==> src/rtl/dmem_arb_pkg.sv <==
// Shared types for the data-memory port arbiter: FSM states, requester IDs, defaults.
// Build option DMEM_ARB_RR_EN (see dmem_arb_pick) does not change anything here.
package dmem_arb_pkg;

  typedef enum logic [1:0] {
    IDLE   = 2'd0,
    CPU_RD = 2'd1,
    DMA_RD = 2'd2
  } arb_state_e;

  localparam logic REQ_CPU = 1'b0;
  localparam logic REQ_DMA = 1'b1;

  localparam int STARVE_LIM_DEF = 4;
  localparam int WAIT_W         = 4;

endpackage

==> src/rtl/dmem_arb_pick.sv <==
// Combinational winner select for the memory issue slot; zero latency, no state.
// Default: CPU priority unless DMA wait count hit STARVE_LIM. DMEM_ARB_RR_EN: alternate on contention.
import dmem_arb_pkg::*;

module dmem_arb_pick #(
  parameter int STARVE_LIM = STARVE_LIM_DEF
) (
  input  logic              cpu_req,
  input  logic              dma_req,
  input  logic [WAIT_W-1:0] wait_cnt,
  input  logic              last_gnt,
  output logic              gnt_cpu,
  output logic              gnt_dma
);

  localparam logic [WAIT_W-1:0] LIM = WAIT_W'(STARVE_LIM);

  logic dma_wins_tie;
  logic unused_pick;

`ifdef DMEM_ARB_RR_EN
  // Whoever was not served last wins a simultaneous request.
  assign dma_wins_tie = (last_gnt == REQ_CPU);
  assign unused_pick  = (wait_cnt == LIM);
`else
  // DMA only overtakes the CPU once it has waited STARVE_LIM issue cycles.
  assign dma_wins_tie = (wait_cnt == LIM);
  assign unused_pick  = last_gnt;
`endif

  always_comb begin
    gnt_dma = dma_req && (!cpu_req || dma_wins_tie);
    gnt_cpu = cpu_req && !gnt_dma;
  end

endmodule

==> src/rtl/dmem_port_arbiter.sv <==
// Serialises CPU MEM-stage and DMA accesses onto one sync-read memory port (option DMEM_ARB_RR_EN).
// Latency: writes issue same cycle; reads return one cycle later (CPU stalled for that cycle).
// Backpressure: cpu_stall freezes the pipeline; DMA holds its request until the dma_gnt pulse.
import dmem_arb_pkg::*;

module dmem_port_arbiter #(
  parameter int ADDR_W     = 32,
  parameter int DATA_W     = 32,
  parameter int STARVE_LIM = STARVE_LIM_DEF
) (
  input  logic              sysclk,
  input  logic              rst,
  input  logic              cpu_req,
  input  logic              cpu_wr,
  input  logic [ADDR_W-1:0] cpu_addr,
  input  logic [DATA_W-1:0] cpu_wdata,
  output logic [DATA_W-1:0] cpu_rdata,
  output logic              cpu_stall,
  input  logic              dma_req,
  input  logic              dma_wr,
  input  logic [ADDR_W-1:0] dma_addr,
  input  logic [DATA_W-1:0] dma_wdata,
  output logic              dma_gnt,
  output logic              dma_rvalid,
  output logic [DATA_W-1:0] dma_rdata,
  output logic              mem_en,
  output logic              mem_wr,
  output logic [ADDR_W-1:0] mem_addr,
  output logic [DATA_W-1:0] mem_wdata,
  input  logic [DATA_W-1:0] mem_rdata
);

  localparam logic [WAIT_W-1:0] LIM = WAIT_W'(STARVE_LIM);

  arb_state_e        state_q, state_d;
  logic [WAIT_W-1:0] wait_cnt_q, wait_cnt_d;
  logic              last_gnt_q, last_gnt_d;

  logic gnt_cpu;
  logic gnt_dma;
  logic in_idle;

  assign in_idle = (state_q == IDLE);

  dmem_arb_pick #(
    .STARVE_LIM (STARVE_LIM)
  ) u_pick (
    .cpu_req  (cpu_req && in_idle),
    .dma_req  (dma_req && in_idle),
    .wait_cnt (wait_cnt_q),
    .last_gnt (last_gnt_q),
    .gnt_cpu  (gnt_cpu),
    .gnt_dma  (gnt_dma)
  );

  always_comb begin
    state_d    = state_q;
    wait_cnt_d = wait_cnt_q;
    last_gnt_d = last_gnt_q;
    cpu_rdata  = '0;
    cpu_stall  = 1'b0;
    dma_gnt    = 1'b0;
    dma_rvalid = 1'b0;
    dma_rdata  = '0;
    mem_en     = 1'b0;
    mem_wr     = 1'b0;
    mem_addr   = '0;
    mem_wdata  = '0;

    case (state_q)
      IDLE: begin
        if (gnt_cpu) begin
          mem_en     = 1'b1;
          mem_wr     = cpu_wr;
          mem_addr   = cpu_addr;
          mem_wdata  = cpu_wdata;
          last_gnt_d = REQ_CPU;
          if (!cpu_wr) begin
            state_d = CPU_RD;
          end
        end else if (gnt_dma) begin
          mem_en     = 1'b1;
          mem_wr     = dma_wr;
          mem_addr   = dma_addr;
          mem_wdata  = dma_wdata;
          dma_gnt    = 1'b1;
          last_gnt_d = REQ_DMA;
          if (!dma_wr) begin
            state_d = DMA_RD;
          end
        end

        if (gnt_dma) begin
          wait_cnt_d = '0;
        end else if (dma_req && (wait_cnt_q < LIM)) begin
          wait_cnt_d = wait_cnt_q + 1'b1;
        end

        // A store completes in the issue cycle; anything else holds the pipeline.
        cpu_stall = cpu_req && !(gnt_cpu && cpu_wr);
      end

      CPU_RD: begin
        cpu_rdata = mem_rdata;
        state_d   = IDLE;
      end

      DMA_RD: begin
        dma_rvalid = 1'b1;
        dma_rdata  = mem_rdata;
        cpu_stall  = cpu_req;
        state_d    = IDLE;
      end

      default: begin
        state_d = IDLE;
      end
    endcase

    // Outputs are forced quiet for the whole time reset is held.
    if (!rst) begin
      cpu_rdata  = '0;
      cpu_stall  = 1'b0;
      dma_gnt    = 1'b0;
      dma_rvalid = 1'b0;
      dma_rdata  = '0;
      mem_en     = 1'b0;
      mem_wr     = 1'b0;
      mem_addr   = '0;
      mem_wdata  = '0;
    end
  end

  always_ff @(posedge sysclk or negedge rst) begin
    if (!rst) begin
      state_q    <= IDLE;
      wait_cnt_q <= '0;
      last_gnt_q <= REQ_CPU;
    end else begin
      state_q    <= state_d;
      wait_cnt_q <= wait_cnt_d;
      last_gnt_q <= last_gnt_d;
    end
  end

endmodule
==> config.mk <==
export PLATFORM = sky130hd
export DESIGN_NAME = dmem_port_arbiter
export DESIGN_NICKNAME = d
export VERILOG_FILES = /design/src/rtl/dmem_arb_pkg.sv /design/src/rtl/dmem_arb_pick.sv /design/src/rtl/dmem_port_arbiter.sv
export SDC_FILE = /design/constraint.sdc
export NUM_CORES = 1
export LEC_CHECK = 0
export ABC_AREA = 1
export CAP_MARGIN = 10
export CORE_AREA = 2 2 117 119
export CTS_CLUSTER_SIZE = 30
export DETAILED_ROUTE_END_ITERATION = 12
export DIE_AREA = 0 0 119 121
export HOLD_SLACK_MARGIN = 0.1
export PLACE_DENSITY = 0.61
export SKIP_LAST_GASP = 1
export SYNTH_ARGS = -nofsm -noshare
export SYNTH_HDL_FRONTEND = slang
export SYNTH_SLANG_ARGS = --single-unit
==> constraint.sdc <==
create_clock -name sysclk -period 4.05 [get_ports sysclk]
set_clock_uncertainty 0.2 [all_clocks]
set_input_delay 0.6075 -clock sysclk [delete_from_list [all_inputs] [get_ports sysclk]]
set_output_delay 0.6075 -clock sysclk [all_outputs]
set_load 0.005 [all_outputs]
==> flow_metrics.py <==
metrics = {
    "placed_design": {
        "gp_congestion": 0.883,
        "dp_worst_setup_slack_ps": 547,
        "port_buffers": 298,
        "post-place-cells": 828,
        "dp_hpwl_um": 9200,
    },
    "synth": {
        "synthFlopType": "dfrtp_1",
        "ys_warn_count": 0,
        "synth_cell_types": 19,
        "avgSynthCellArea_sq_um": 4.80,
        "yosys.area.top_type": "nand3_1",
        "synth_edf_count": 0,
        "synth_area_sq_um": 1820,
        "ys_top_cells_by_area": "nand3_1 (19%), a21oi_1 (18%), nand2_1 (16%), nor2_1 (15%), inv_1 (8.7%)",
        "synth_top_area_share_pct": 19.0,
        "synth_nets": 546,
        "postSynthCellCount": 378,
        "synth_most_common_cell": "nand2_1",
        "ys_seq_elements": 6,
        "synth_common_cells": "nand2_1 (76), nor2_1 (71), nand3_1 (69)",
        "async_flop_share_pct": 100,
        "ys_seq_area_share_pct": 8.27,
    },
    "sta": {
        "max_slew_margin_pct": 71.0,
        "hold_viol": 0,
        "tightest_slew_ps": 433,
        "fmax_mhz": 288,
        "period_share_pct": 85.6,
        "rsz0062_at_grt": "no",
        "min_period_ps": 3470,
        "finalSetupTns_ps": 0,
        "setup_viol": 0,
        "fin_ws_ps": 582,
        "drv_slew": 0,
    },
    "finish": {
        "layout.cells.non_filler": 831,
        "syn2layout_area_growth_pct": 176,
        "diodes": 0,
        "nets": 825,
        "nFillCells": 1354,
        "drive_gt1_share_pct": 3.36,
        "fin_util_pct": 38.3,
    },
    "global_route": {
        "overflow": 0,
        "gr-usage-all-layers_pct": 14.6,
        "first_global_vias": 3391,
        "grt_pass1_wl_um": 17100,
        "antenna_found_initial": 0,
        "grt_max_degree": 72,
    },
    "power": {
        "power.net_switching_uw": 625,
        "clockPowerShare_pct": 10.7,
        "comb_power_share_pct": 82.7,
        "power.total_mw": 1.49,
        "ir_worst_vdd_v": 0.000138,
        "intPower_uw": 862,
        "switching_share_pct": 42.0,
        "leakagePower_nw": 2.00,
        "share_seq_of_total_power_pct": 6.6,
        "powerDensity_nw_per_um2": 296,
    },
    "floorplanning": {
        "ios": 299,
        "core-area_sq_um": 13100,
        "fp.dieH_um": 121,
        "start_util_pct": 13.9,
        "dieArea_sq_um": 14400,
        "die_w_um": 119,
        "num_rows": 42,
    },
    "clock_network": {
        "cts_tree": "built",
        "cts_sinks": 6,
        "cts_root_buf": "clkbuf_16",
        "clockBufferDepth": 2,
        "cts_made_buffers": 3,
        "ctsHoldBuffers": 0,
        "cts_setup_buffers": 0,
        "htreeDepth": 1,
        "clk_latency_ps": 230,
        "clk_pin_slew_ps": 30,
        "cts_resized": 0,
    },
    "worst_hold_path": {
        "min_path_type": "flop to flop",
    },
    "detailed_routing": {
        "ant_nets": 0,
        "vias": 3516,
        "wl_um": 11300,
        "wire_per_inst_um": 13.6,
        "dr.first_iter.drc_count": 160,
        "drc": 0,
        "drt_first_pass_iters": 6,
        "via_per_inst": 4.23,
    },
    "worst_setup_path": {
        "cp.required_ps": 3240,
        "cp_max_fo": 17,
        "worst_ep_arrival_time_ps": 2660,
        "critPathKind": "input pin to output pin",
        "end_kind": "output pin",
        "start_kind": "input pin",
    },
    "status": {
        "status": "completed",
    },
    "run": {
        "maxCapViolations": 0,
    },
}
## critical path: stages
cell and delay, ps:
clkdlybuf4s50_1 460, inv_1 60, nor2_4 150, nand2_4 80
inv_2 260, buf_4 220, nand2_1 60, a21oi_1 210
clkdlybuf4s50_1 550
## power groups by stage
stage / registers, mW / clock network (mW) / logic [mW]
3_5_place_dp: 0.0986 / 0 / 1.25
2_1_floorplan: 0.0947 / 0 / 0.577
5_1_grt: 0.101 / 0.165 / 1.36
6_report: 0.0982 / 0.158 / 1.23
4_1_cts: 0.0979 / 0.161 / 1.25
3_3_place_gp: 0.0974 / 0 / 1.23
## final timing paths
check	from	to	slack (ps)	depth (start not counted)
setup / recovery	dma_req	mem_wdata[23]	580	9
hold / removal	wait_cnt_q[3]$_DFFE_PN0P_	wait_cnt_q[3]$_DFFE_PN0P_	320	2
max in group asynchronous	rst	wait_cnt_q[2]$_DFFE_PN0P_	2860	1
min in group asynchronous	rst	wait_cnt_q[3]$_DFFE_PN0P_	490	1
setup reg to reg	wait_cnt_q[0]$_DFFE_PN0P_	state_q[0]$_DFFE_PN0P_	2240	9
hold reg to reg	wait_cnt_q[3]$_DFFE_PN0P_	wait_cnt_q[3]$_DFFE_PN0P_	320	2
## flip-flops by register name (all words and copies together) (netlist names)
name,count
wait_cnt_q,4
state_q,2
## cells by family (layout without fill, tap and decap cells)
logic type                 Yosys count  after routing  synth area share (%)
DFF                                  6              6                  8.27
AOI/OAI and AO/OA                   67             67                  18.5
adders and majority gates            2              2                  1.38
and+or+nand+nor                    223            223                  52.3
buffers and inverters               80            357                  19.6
## routing by layer
metal	GRT usage, %	up-vias	part of all wire (%)
met1	14.5	1570	35
met4	3.72	0	1.7
met2	29.3	180	55
met5	0	-	0
li1	-	1753	-
met3	4.14	13	8.8
## through the flow
stage	hold WS, ps	area, sq um
2_1_floorplan	112	1820
3_3_place_gp	298	4940
3_5_place_dp	313	4940
4_1_cts	321	5020
5_1_grt	348	5020
6_report	318	5020
## cell usage in the layout, fill, tap and decap left out
master,instances
nor2_1,71
nand4_1,2
inv_2,5
ha_1,2
nor2_4,2
nand3_1,69
clkbuf_16,3
inv_1,41
nand2_4,1
o21ai_0,2
buf_12,2
dfrtp_1,6
buf_4,8
nor3_1,1
nand2_2,1
a21oi_1,65
nand2_1,76
clkdlybuf4s50_1,298
## cell type report
class / instances / area, sq um / area share, %
clock buffers: 3 / 75.1 / 1.50
multi-input cells: 292 / 1320 / 26.2
inverters: 46 / 173 / 3.44
well taps: 176 / 220 / 4.39
flip-flops and latches: 6 / 150 / 2.99
repair buffers: 308 / 3080 / 61.5
Note: power is estimated with default switching activity, not from simulation.
